[src/rtl/fetch_unit.sv]
// Instruction fetch stage: one-cycle boot, sequential fetch with stall and branch
// redirect, and a sticky halt once a HALT opcode retires into the instruction register.
module fetch_unit (
  input  logic        clk,
  input  logic        rst_n,
  input  logic        stall,
  input  logic        branch_taken,
  input  logic [5:0]  branch_target,
  output logic [5:0]  imem_addr,
  output logic        imem_rd_en,
  input  logic [15:0] imem_rdata,
  output logic [15:0] instruction,
  output logic        instr_valid,
  output logic [5:0]  pc_out,
  output logic        halted
);

  typedef enum logic [1:0] {
    BOOT   = 2'd0,
    RUN    = 2'd1,
    HALTED = 2'd2
  } state_t;

  localparam logic [4:0] HALT_OP = 5'b11111;

  state_t     state_reg;
  logic [5:0] fetch_pc_reg;
  logic       rdata_valid_reg;
  logic [5:0] rdata_pc_reg;
  logic       halt_word;

  assign imem_addr = fetch_pc_reg;

  // A redirect must read even under stall so the pipeline refills without an extra bubble.
  assign imem_rd_en = rst_n &&
                      ((state_reg == BOOT) ||
                       ((state_reg == RUN) && (!stall || branch_taken)));

  assign halt_word = rdata_valid_reg && (imem_rdata[15:11] == HALT_OP);

  always_ff @(posedge clk) begin
    if (!rst_n) begin
      state_reg       <= BOOT;
      fetch_pc_reg    <= 6'd0;
      rdata_valid_reg <= 1'b0;
      rdata_pc_reg    <= 6'd0;
      instruction     <= 16'h0000;
      instr_valid     <= 1'b0;
      pc_out          <= 6'd0;
      halted          <= 1'b0;
    end else begin
      case (state_reg)
        BOOT: begin
          fetch_pc_reg    <= 6'd1;
          rdata_valid_reg <= 1'b1;
          rdata_pc_reg    <= 6'd0;
          state_reg       <= RUN;
        end
        RUN: begin
          if (branch_taken) begin
            // Squash the word in flight; the decoder keeps its last word but marked dead.
            fetch_pc_reg    <= branch_target;
            rdata_valid_reg <= 1'b0;
            instr_valid     <= 1'b0;
          end else if (!stall) begin
            instruction     <= imem_rdata;
            pc_out          <= rdata_pc_reg;
            instr_valid     <= rdata_valid_reg;
            rdata_pc_reg    <= fetch_pc_reg;
            rdata_valid_reg <= 1'b1;
            fetch_pc_reg    <= fetch_pc_reg + 6'd1;
            if (halt_word) begin
              state_reg <= HALTED;
            end
          end
        end
        HALTED: begin
          instr_valid <= 1'b0;
          halted      <= 1'b1;
        end
        default: begin
          state_reg <= BOOT;
        end
      endcase
    end
  end

endmodule

[config.mk]
export PLATFORM = sky130hd
export DESIGN_NAME = fetch_unit
export DESIGN_NICKNAME = d
export VERILOG_FILES = /design/src/rtl/fetch_unit.sv
export SDC_FILE = /design/constraint.sdc
export NUM_CORES = 1
export LEC_CHECK = 0
export BUFFER_PORTS_ARGS = -buffer_cell sky130_fd_sc_hd__buf_4
export CAP_MARGIN = 20
export CORE_AREA = 2 2 76 78
export CTS_CLUSTER_DIAMETER = 40
export CTS_CLUSTER_SIZE = 30
export DETAILED_ROUTE_END_ITERATION = 16
export DIE_AREA = 0 0 78 80
export GPL_TIMING_DRIVEN = 0
export MAX_ROUTING_LAYER = met4
export SYNTH_ARGS = -nofsm -noshare
export SYNTH_HDL_FRONTEND = slang
export SYNTH_SLANG_ARGS = --single-unit
[constraint.sdc]
create_clock -name clk -period 3.1 [get_ports clk]
set_input_delay 0.62 -clock clk [delete_from_list [all_inputs] [get_ports clk]]
set_output_delay 0.62 -clock clk [all_outputs]
set_load 0.005 [all_outputs]
==> results of run 1 <==
==> cell usage in the layout (no fill, tap or decap) <==
cell	Yosys	routed
buf_2	1	1
clkinv_2	0	1
a2111oi_2	1	1
buf_6	2	2
a21o_1	2	2
xnor2_1	1	1
nor3_1	4	4
nor2_8	1	1
nand2_1	49	49
mux2i_1	2	2
clkbuf_8	0	5
a22oi_1	7	7
nand4bb_1	1	1
and4b_1	1	1
dfxtp_1	39	39
buf_4	3	59
o211ai_1	3	3
nor4_1	1	1
a21oi_1	30	30
nor2_2	1	1
clkbuf_1	3	3
clkinv_4	0	1
inv_1	2	2
buf_1	1	1
and3_1	1	1
nor2_1	18	18
nand3_1	8	8
a211oi_1	1	1
or2_4	2	2
bufinv_16	0	1
nor2b_1	1	1
o21ai_0	3	3
ha_1	1	1
nand2b_1	1	1
==> power by group <==
group          internal, W  total, W  switching (W)
Clock             0.000240  0.000420       0.000181
Combinational    0.0000569  0.000109      0.0000518
Sequential        0.000514  0.000526      0.0000122
==> worst max path at each step <==
stage | cells after the start | endpoint | from
after floorplan | 4 | imem_rd_en | rst_n
after global placement | 6 | imem_rd_en | rst_n
after detailed placement | 6 | imem_rd_en | rst_n
after CTS | 6 | imem_rd_en | rst_n
after global routing | 6 | imem_rd_en | rst_n
final | 6 | imem_rd_en | rst_n
==> metal layers <==
layer  share of wire [%]  up-vias  wire length, um
li1                    -      775                -
met1                  46      675             1760
met2                  48       37             1840
met3                 5.4        5              210
met4                 1.3        0               52
met5                   0        -                0
==> per-stage QoR <==
stage	cells	worst slack [ns]	utilization (%)
CTS	327	0.731	40.6
floorplan	191	1.27	-
global route	327	0.659	40.6
finish	327	0.761	40.6
detailed placement	319	0.733	38.6
global placement	319	0.752	38.6
==> kinds of logic (layout without fill, tap and decap cells) <==
logic type	Yosys count	count (layout)	synth area share, %
AO/OA/AOI/OAI	47	47	17.6
XOR/XNOR	1	1	0.557
adder cells (fa/ha/maj)	1	1	0.795
buffers and inverters	12	76	4.61
flip-flops	39	39	49.6
multiplexers	2	2	1.27
AND/OR/NAND/NOR	89	89	25.5
==> worst max-delay path, cell delays in order <==
cell	delay (ns)
buf_4	0.13
inv_1	0.06
buf_2	0.22
buf_1	0.43
nor2_1	0.10
buf_4	0.15
==> layout make-up <==
class	count	area (um^2)	share of cell area (%)
buffer	10	65.1	2.96
clock buffer	5	68.8	3.13
clock inverter	3	43.8	1.99
inverter	2	7.51	0.342
multi-input combinational	140	721	32.8
sequential	39	781	35.5
tap	72	90.1	4.10
timing repair buffer	56	420	19.1
==> run_results.csv, run 1 <==
group,metric,value,unit
outcome,status,"finished clean",
yosys,synth_flop_cell,"dfxtp_1",
setup_path,setup.worst_path.start_class,"input port",
floorplanning,ioPinCount,57,
setup_path,r2r-end,"pc_out[5]",
layout,area_delta_synth_final,39.6,%
sta,rsz0062_at_grt,"no",
sta,worst_hold_slack,0.457,ns
sta,finalSetupViolCount,0,
setup_path,worstPathArrival,1.72,ns
sta,finalClockSkew,0.00695,ns
sta,max_freq,428,MHz
drt,first_pass_iters,4,
yosys,synth_cell_types,30,
global_route,grt_use_met2,22.3,%
global_route,gr-total-overflow,0,
layout,nNetsFinal,281,
yosys,synth.ff_latch_count,39,
job,cap_violations,0,
layout,drive_gt1_share,29.4,%
floorplanning,initial_core_util,29.1,%
yosys,syn_area,0.00157,mm^2
power,p_per_area,480,mW/mm^2
yosys,synth_most_common_cell,"nand2_1",
global_route,grt_pass1_vias,1416,
clock_tree,cts.path.max_buffers,2,
global_route,grt.busiest_layer,"met2",
min_path,hold_path_end,"pc_out[1]",
drt,wirelength,3870,um
setup_path,reg2reg_from,"state_reg[1]",
yosys,syn-mean-instance-area,8.24,um^2
drt,postRouteAntennaNets,0,
sta,max-slew-margin-rel,67.1,%
layout,fill_cells,607,
power,total_power,0.00105,W
yosys,yosysTopAreaCell,"dfxtp_1",
yosys,async_reset_ff_share,0,%
yosys,syn_nets,218,
global_route,gr-usage-met1,15.7,%
global_route,grt_antenna_before_repair,0,
place,dp.final_hpwl,2880,um
global_route,use_met3,3.62,%
min_path,min-delay-start,"rdata_pc_reg[1]",
yosys,syn_inst,191,
setup_path,r2r_slack,1.73,ns
floorplanning,core-area,0.00541,mm^2
layout,top_register,"instruction",
place,port_buffers,56,
clock_tree,cts_post_setup_buffers_inserted,0,
clock_tree,cts_sinks,39,
floorplanning,die_w,78,um
sta,period_share,75.5,%
place,globalplace.congestion,0.763,
floorplanning,die_area,0.00624,mm^2
place,placed_cell_area,0.00208,mm^2
setup_path,r2r_cells,6,
layout,num_antenna_cells,0,
clock_tree,clkTransAtPathRegs,0.08,ns
sta,worst_pin_slew,0.493,ns
layout,largest_reg_flops,16,
setup_path,worstSetupPathType,"in -> out",
global_route,grt_pass1_wl,6500,um
drt,wire_per_inst,11.8,um
global_route,grt_start_max_net_pins,14,
drt,num_vias,1492,
setup_path,crit_required,2.48,ns
global_route,grt_usage,13.5,%
drt,drc,0,
clock_tree,clock_latency,0.29,ns
clock_tree,cts_tree,"built",
yosys,synth_edf_count,0,
clock_tree,cts_buffers,5,
yosys,synthTopCellsByCount,"nand2_1, dfxtp_1, a21oi_1",
yosys,ys_top_cells_by_area,"dfxtp_1, nand2_1, a21oi_1",
drt,drt_iter0_markers,59,
floorplanning,rows,27,
sta,min_period,2.34,ns
min_path,hold_depth,2,
power,p_leak,0.921,nW
drt,viasPerCell,4.56,
setup_path,cp_max_fo,10,
min_path,hp-class,"reg -> reg",
yosys,ys_seq_area_share,49.6,%
power,ir_drop,0.185,mV
setup_path,end_kind,"primary output",
sta,slew_violations,0,
yosys,synth_top_cell_area_share,49.6,%
clock_tree,cts_max_level,2,
clock_tree,hold_buffers,0,
floorplanning,die_h,80,um
yosys,yosysWarningCount,0,
clock_tree,cts_resized,0,
sta,setup_tns,0,ns
sta,finalHoldViolations,0,
clock_tree,cts_root_buffer,"clkbuf_8",
layout,stdcell_area,0.00220,mm^2
No activity file was read; power rests on OpenSTA's default activity.
==> run 2: changes to the inputs <==
- ABC_AREA: default -> 1
- CORE_AREA: 2 2 76 78 -> 2 2 75 77
- DIE_AREA: 0 0 78 80 -> 0 0 77 79
- clock period: 3.1 -> 2 ns (I/O delays scaled with it)
==> run 2 against run 1 <==
Worst setup slack worse by 0.57 ns. First-iteration DRC count grew 20%. Clock power up 61%. Largest power group unchanged. Via count down 1.5%. Critical path type unchanged. Synthesized cell count grew 7.9%. Final area fell by 1.2%. Core utilization hardly changed. Global-route usage down 0.45 points. Synthesized area decreased by 1.5%. Cell count up 4.3%. Non-clock buffer count shrank 3.
==> run_results.csv, run 2 <==
group,metric,value,unit
setup_path,worstPathArrival,1.40,ns
layout,num_antenna_cells,0,
place,port_buffers,55,
outcome,status,"finished clean",
drt,viasPerCell,4.31,
global_route,grt_pass1_vias,1300,
layout,largest_reg_flops,16,
clock_tree,cts_resized,0,
clock_tree,cts_max_level,2,
drt,wire_per_inst,10.9,um
setup_path,worstSetupPathType,"in -> out",
layout,final_cell_mix,"buf_4, nor2_1, dfxtp_1",
drt,wirelength,3700,um
yosys,synth_mux_area_share,0,%
power,ir_drop,0.256,mV
power,p_switching,0.000403,W
global_route,gr-total-overflow,0,
power,comb_power_share,12.4,%
global_route,grt_antenna_before_repair,0,
yosys,synth_cell_types,28,
sta,finalSetupViolCount,0,
yosys,async_reset_ff_share,0,%
sta,finalClockSkew,0.00364,ns
place,dp_cells,333,
power,total_power,0.00173,W
yosys,yosys.area_share.simple,25.7,%
clock_tree,cts_root_buffer,"clkbuf_8",
power,p_leak,0.951,nW
place,globalplace.congestion,0.777,
yosys,synth_most_common_cell,"nor2_1",
clock_tree,cts.path.max_buffers,2,
clock_tree,cts_tree,"built",
clock_tree,clkTransAtPathRegs,0.07,ns
floorplanning,initial_core_util,29.0,%
layout,area_delta_synth_final,40.0,%
floorplanning,core-area,0.00534,mm^2
yosys,synth.ff_latch_count,39,
yosys,syn_inst,206,
floorplanning,die_area,0.00608,mm^2
clock_tree,hold_buffers,0,
floorplanning,rows,27,
layout,nNetsFinal,295,
yosys,ys_seq_area_share,50.4,%
clock_tree,cts_buffers,5,
power,p_int,0.00132,W
yosys,ys_top_cells_by_area,"dfxtp_1, nor2_1, nand2_1",
drt,drc,0,
global_route,grt_usage,13.0,%
setup_path,setup.worst_path.start_class,"input port",
sta,min_period,1.80,ns
job,cap_violations,0,
drt,num_vias,1470,
clock_tree,clock_latency,0.29,ns
setup_path,cp_max_fo,10,
yosys,synth-xor-area-share,1.69,%
power,clockPowerShare,39.3,%
power,p_per_area,796,mW/mm^2
yosys,synth_compound_area_share,15.7,%
sta,finalHoldViolations,0,
layout,top_register,"instruction",
sta,setup_tns,0,ns
sta,worst_pin_slew,0.434,ns
sta,rsz0062_at_grt,"no",
min_path,hp-class,"in -> reg",
drt,drt_iter0_markers,71,
drt,postRouteAntennaNets,0,
floorplanning,ioPinCount,57,
yosys,syn_nets,233,
yosys,yosysWarningCount,0,
power,power_frac_seq,48.4,%
yosys,synth_top_cell_area_share,50.4,%
sta,max_freq,554,MHz
place,dp.final_hpwl,2720,um
setup_path,end_kind,"primary output",
power,swShare,23.3,%
clock_tree,cts_sinks,39,
layout,fin_cells,341,
setup_path,crit_required,1.60,ns
layout,final_common_cell,"buf_4",
floorplanning,die_w,77,um
global_route,grt_start_max_net_pins,13,
layout,fill_cells,579,
layout,drive_gt1_share,29.4,%
yosys,synth_edf_count,0,
yosys,synth_top_family_by_area,"simple AND/OR/NAND/NOR gates",
floorplanning,die_h,79,um
global_route,grt_pass1_wl,6070,um
drt,first_pass_iters,4,
clock_tree,cts_post_setup_buffers_inserted,0,
yosys,syn_area,0.00155,mm^2
yosys,synthTopCellsByCount,"nor2_1, dfxtp_1, nand2_1",
yosys,synth_flop_cell,"dfxtp_1",
sta,max-slew-margin-rel,71.0,%
sta,slew_violations,0,
yosys,synth-adder-area-share,0.807,%
yosys,syn-mean-instance-area,7.53,um^2
yosys,yosysTopAreaCell,"dfxtp_1",
sta,period_share,90.2,%
run 2: cell types whose count changed in the layout (fill, tap and decap cells not counted), sizes merged, moves of 3 or more:
cell	delta
a22oi	-7
nand2	-15
buf	-3
o21ai	+22
a21oi	-15
nor2	+35
nor3	-4
inv	+10
run 2: per-layer routing:
| metal | up-vias | global-route usage, % | wire (um) |
|---|---|---|---|
| li1 | 787 | - | - |
| met1 | 622 | 16.9 | 1850 |
| met2 | 54 | 18.5 | 1520 |
| met3 | 7 | 4.66 | 266 |
| met4 | 0 | 5.36 | 57 |
| met5 | - | - | 0 |
run 2: metrics by stage:
step / utilization [%] / setup slack, ns / hold slack [ns] / instance area (um^2)
after floorplan: - / 0.546 / 0.441 / 1550
after global placement: 38.5 / 0.199 / 0.450 / 2050
after detailed placement: 38.5 / 0.183 / 0.449 / 2050
after CTS: 40.7 / 0.171 / 0.333 / 2170
after global routing: 40.7 / 0.0804 / 0.332 / 2170
final: 40.7 / 0.196 / 0.342 / 2170
run 2: path summary, 6_finish.rpt:
path | startpoint | to | slack [ns] | cells after the start
setup reg to reg | state_reg[1] | pc_out[4] | 0.79 | 8
setup / recovery | rst_n | imem_rd_en | 0.20 | 5
hold reg to reg | rdata_pc_reg[3] | rdata_pc_reg[3] | 0.46 | 2
hold / removal | imem_rdata[8] | instruction[8] | 0.34 | 3
run 2: kinds of logic after synthesis:
kind of cell,after synthesis
xor+xnor,3
compound gates,44
fa+ha+maj,1
simple gates,99
flops,39
buf+inv,20
run 2: power groups by stage:
stage	Sequential (W)	Clock, W	Combinational, W
after detailed placement	0.000854	0	0.000216
after CTS	0.000835	0.000700	0.000217
final	0.000835	0.000678	0.000214
after global placement	0.000853	0	0.000215
after floorplan	0.000852	0	0.000103
after global routing	0.000841	0.000734	0.000239
run 2: worst max-delay path, stage by stage:
cell and delay [ns]:
clkbuf_1 0.20, inv_2 0.17, clkbuf_1 0.37, nor2_1 0.11, buf_4 0.15
run 2: cell type report:
class	instances	area [um^2]	share of cell area, %
Tap cell	72	90.1	4.15
Clock buffer	6	82.6	3.80
Sequential cell	39	781	36.0
Inverter	12	47.5	2.19
Clock inverter	2	35.0	1.61
Buffer	8	40.0	1.84
Multi-Input combinational cell	147	682	31.4
Timing Repair Buffer	55	413	19.0
==> run 3: changes to the inputs <==
- CTS_BUF_LIST: default -> sky130_fd_sc_hd__clkbuf_4
- GPL_TIMING_DRIVEN: 0 -> 1
==> run 3 against run 2 <==
Clock skew is 0.0068 ns higher. Global-route usage is 0.24 points higher. Sequential share of layout area is 1.2 points higher. Clock power is 40% lower. Largest cell class unchanged.
==> run_results.csv, run 3 (synthesis gave the netlist of run 2 again) <==
group,metric,value,unit
global_route,grt_usage,13.3,%
drt,wirelength,3600,um
floorplanning,die_h,79,um
drt,first_pass_iters,2,
sta,period_share,83.6,%
global_route,grt_antenna_before_repair,0,
clock_tree,cts_sinks,39,
power,total_power,0.00145,W
layout,num_antenna_cells,0,
setup_path,r2r-end,"rdata_pc_reg[2]",
setup_path,cp_max_fo,4,
layout,final_cell_mix,"buf_4, nor2_1, dfxtp_1",
clock_tree,clock_latency,0.34,ns
power,p_leak,0.924,nW
floorplanning,rows,27,
global_route,gr-total-overflow,0,
clock_tree,cts_post_setup_buffers_inserted,0,
setup_path,critPathMaxStageDelay,0.34,ns
layout,largest_reg_flops,16,
floorplanning,core-area,0.00534,mm^2
layout,nNetsFinal,291,
setup_path,reg2reg_from,"state_reg[1]",
global_route,grt_start_max_net_pins,29,
place,port_buffers,56,
setup_path,worstSetupEndpoint,"imem_rd_en",
place,dp.final_hpwl,2570,um
global_route,grt_pass1_wl,6300,um
sta,max-slew-margin-rel,79.5,%
sta,slew_violations,0,
setup_path,worstSetupPathType,"reg -> out",
drt,drt_iter0_markers,95,
sta,layout_setup_ws,0.328,ns
drt,postRouteAntennaNets,0,
clock_tree,cts_root_buffer,"clkbuf_4",
outcome,status,"finished clean",
clock_tree,cts_tree,"built",
floorplanning,ioPinCount,57,
min_path,hp-class,"in -> reg",
floorplanning,initial_core_util,29.0,%
sta,finalSetupViolCount,0,
clock_tree,cts.path.max_buffers,2,
sta,min_period,1.67,ns
sta,finalClockSkew,0.0104,ns
sta,worst_pin_slew,0.307,ns
setup_path,setup.worst_path.start_class,"flop",
clock_tree,cts_max_level,2,
layout,top_register,"instruction",
clock_tree,cts_buffers,5,
setup_path,crit_start,"state_reg[1]",
sta,rsz0062_at_grt,"no",
global_route,grt_pass1_vias,1378,
floorplanning,die_w,77,um
setup_path,worstPathArrival,1.27,ns
drt,viasPerCell,4.28,
setup_path,end_kind,"primary output",
min_path,hold_depth,3,
job,cap_violations,0,
floorplanning,die_area,0.00608,mm^2
setup_path,crit_slowest_cell,"dfxtp_1",
power,p_per_area,692,mW/mm^2
clock_tree,cts_resized,0,
setup_path,r2r_cells,7,
setup_path,crit_chain,"inv_2 -> nand2_2 -> a21oi_4 -> nor2_2 -> nor2_1 -> buf_4",
drt,wire_per_inst,10.7,um
clock_tree,hold_buffers,0,
drt,num_vias,1441,
layout,drive_gt1_share,29.8,%
place,globalplace.congestion,0.781,
sta,setup_tns,0,ns
sta,max_freq,598,MHz
sta,finalHoldViolations,0,
layout,final_common_cell,"buf_4",
place,pre_cts_slack,0.551,ns
drt,drc,0,
setup_path,r2r_slack,0.79,ns
setup_path,crit_required,1.60,ns
layout,area_delta_synth_final,35.5,%
power,ir_drop,0.206,mV
clock_tree,clkTransAtPathRegs,0.11,ns
run 3: worst max-delay path, delay by kind of cell (launching register included):
family	cells	cell delay, ns
DFF	1	0.34
and+or+nand+nor	3	0.23
buffers and inverters	2	0.20
AOI/OAI and AO/OA	1	0.17
run 3: how the worst min path moves through the flow:
stage                    start         endpoint  slack [ns]
3_5_place_dp            halted           halted        0.45
5_1_grt          imem_rdata[1]   instruction[1]        0.26
3_3_place_gp            halted           halted        0.45
4_1_cts          imem_rdata[0]   instruction[0]        0.28
2_1_floorplan  rdata_pc_reg[1]  rdata_pc_reg[1]        0.44
6_report         imem_rdata[0]   instruction[0]        0.30
run 3: area by class of cell:
| cell class | instances | area [um^2] |
|---|---|---|
| Tap cell | 72 | 90.1 |
| Timing Repair Buffer | 59 | 443 |
| Clock inverter | 1 | 5.00 |
| Fill cell | 604 | 3240 |
| Multi-Input combinational cell | 147 | 682 |
| Sequential cell | 39 | 781 |
| Inverter | 12 | 47.5 |
| Clock buffer | 7 | 52.6 |
run 3: power by group:
| group | switching, W | total (W) | internal (W) | leakage [nW] |
|---|---|---|---|---|
| clock network | 0.000241 | 0.000405 | 0.000164 | 0.0361 |
| logic | 0.000103 | 0.000214 | 0.000111 | 0.569 |
| registers | 0.0000249 | 0.000835 | 0.000810 | 0.319 |
run 3: routing by layer:
| metal | global-route usage, % | wire [um] |
|---|---|---|
| met2 | 19.7 | 1530 |
| met4 | 3.75 | 44 |
| met1 | 17.0 | 1800 |
| met5 | - | 0 |
| met3 | 5.00 | 226 |
run 3: per-stage QoR:
stage	std cells	hold WS (ns)	util, %	area (um^2)
after floorplan	206	0.441	-	1550
after global placement	329	0.446	38.3	2040
after detailed placement	329	0.448	38.3	2040
after CTS	337	0.283	39.4	2100
after global routing	337	0.261	39.4	2100
final	337	0.296	39.4	2100
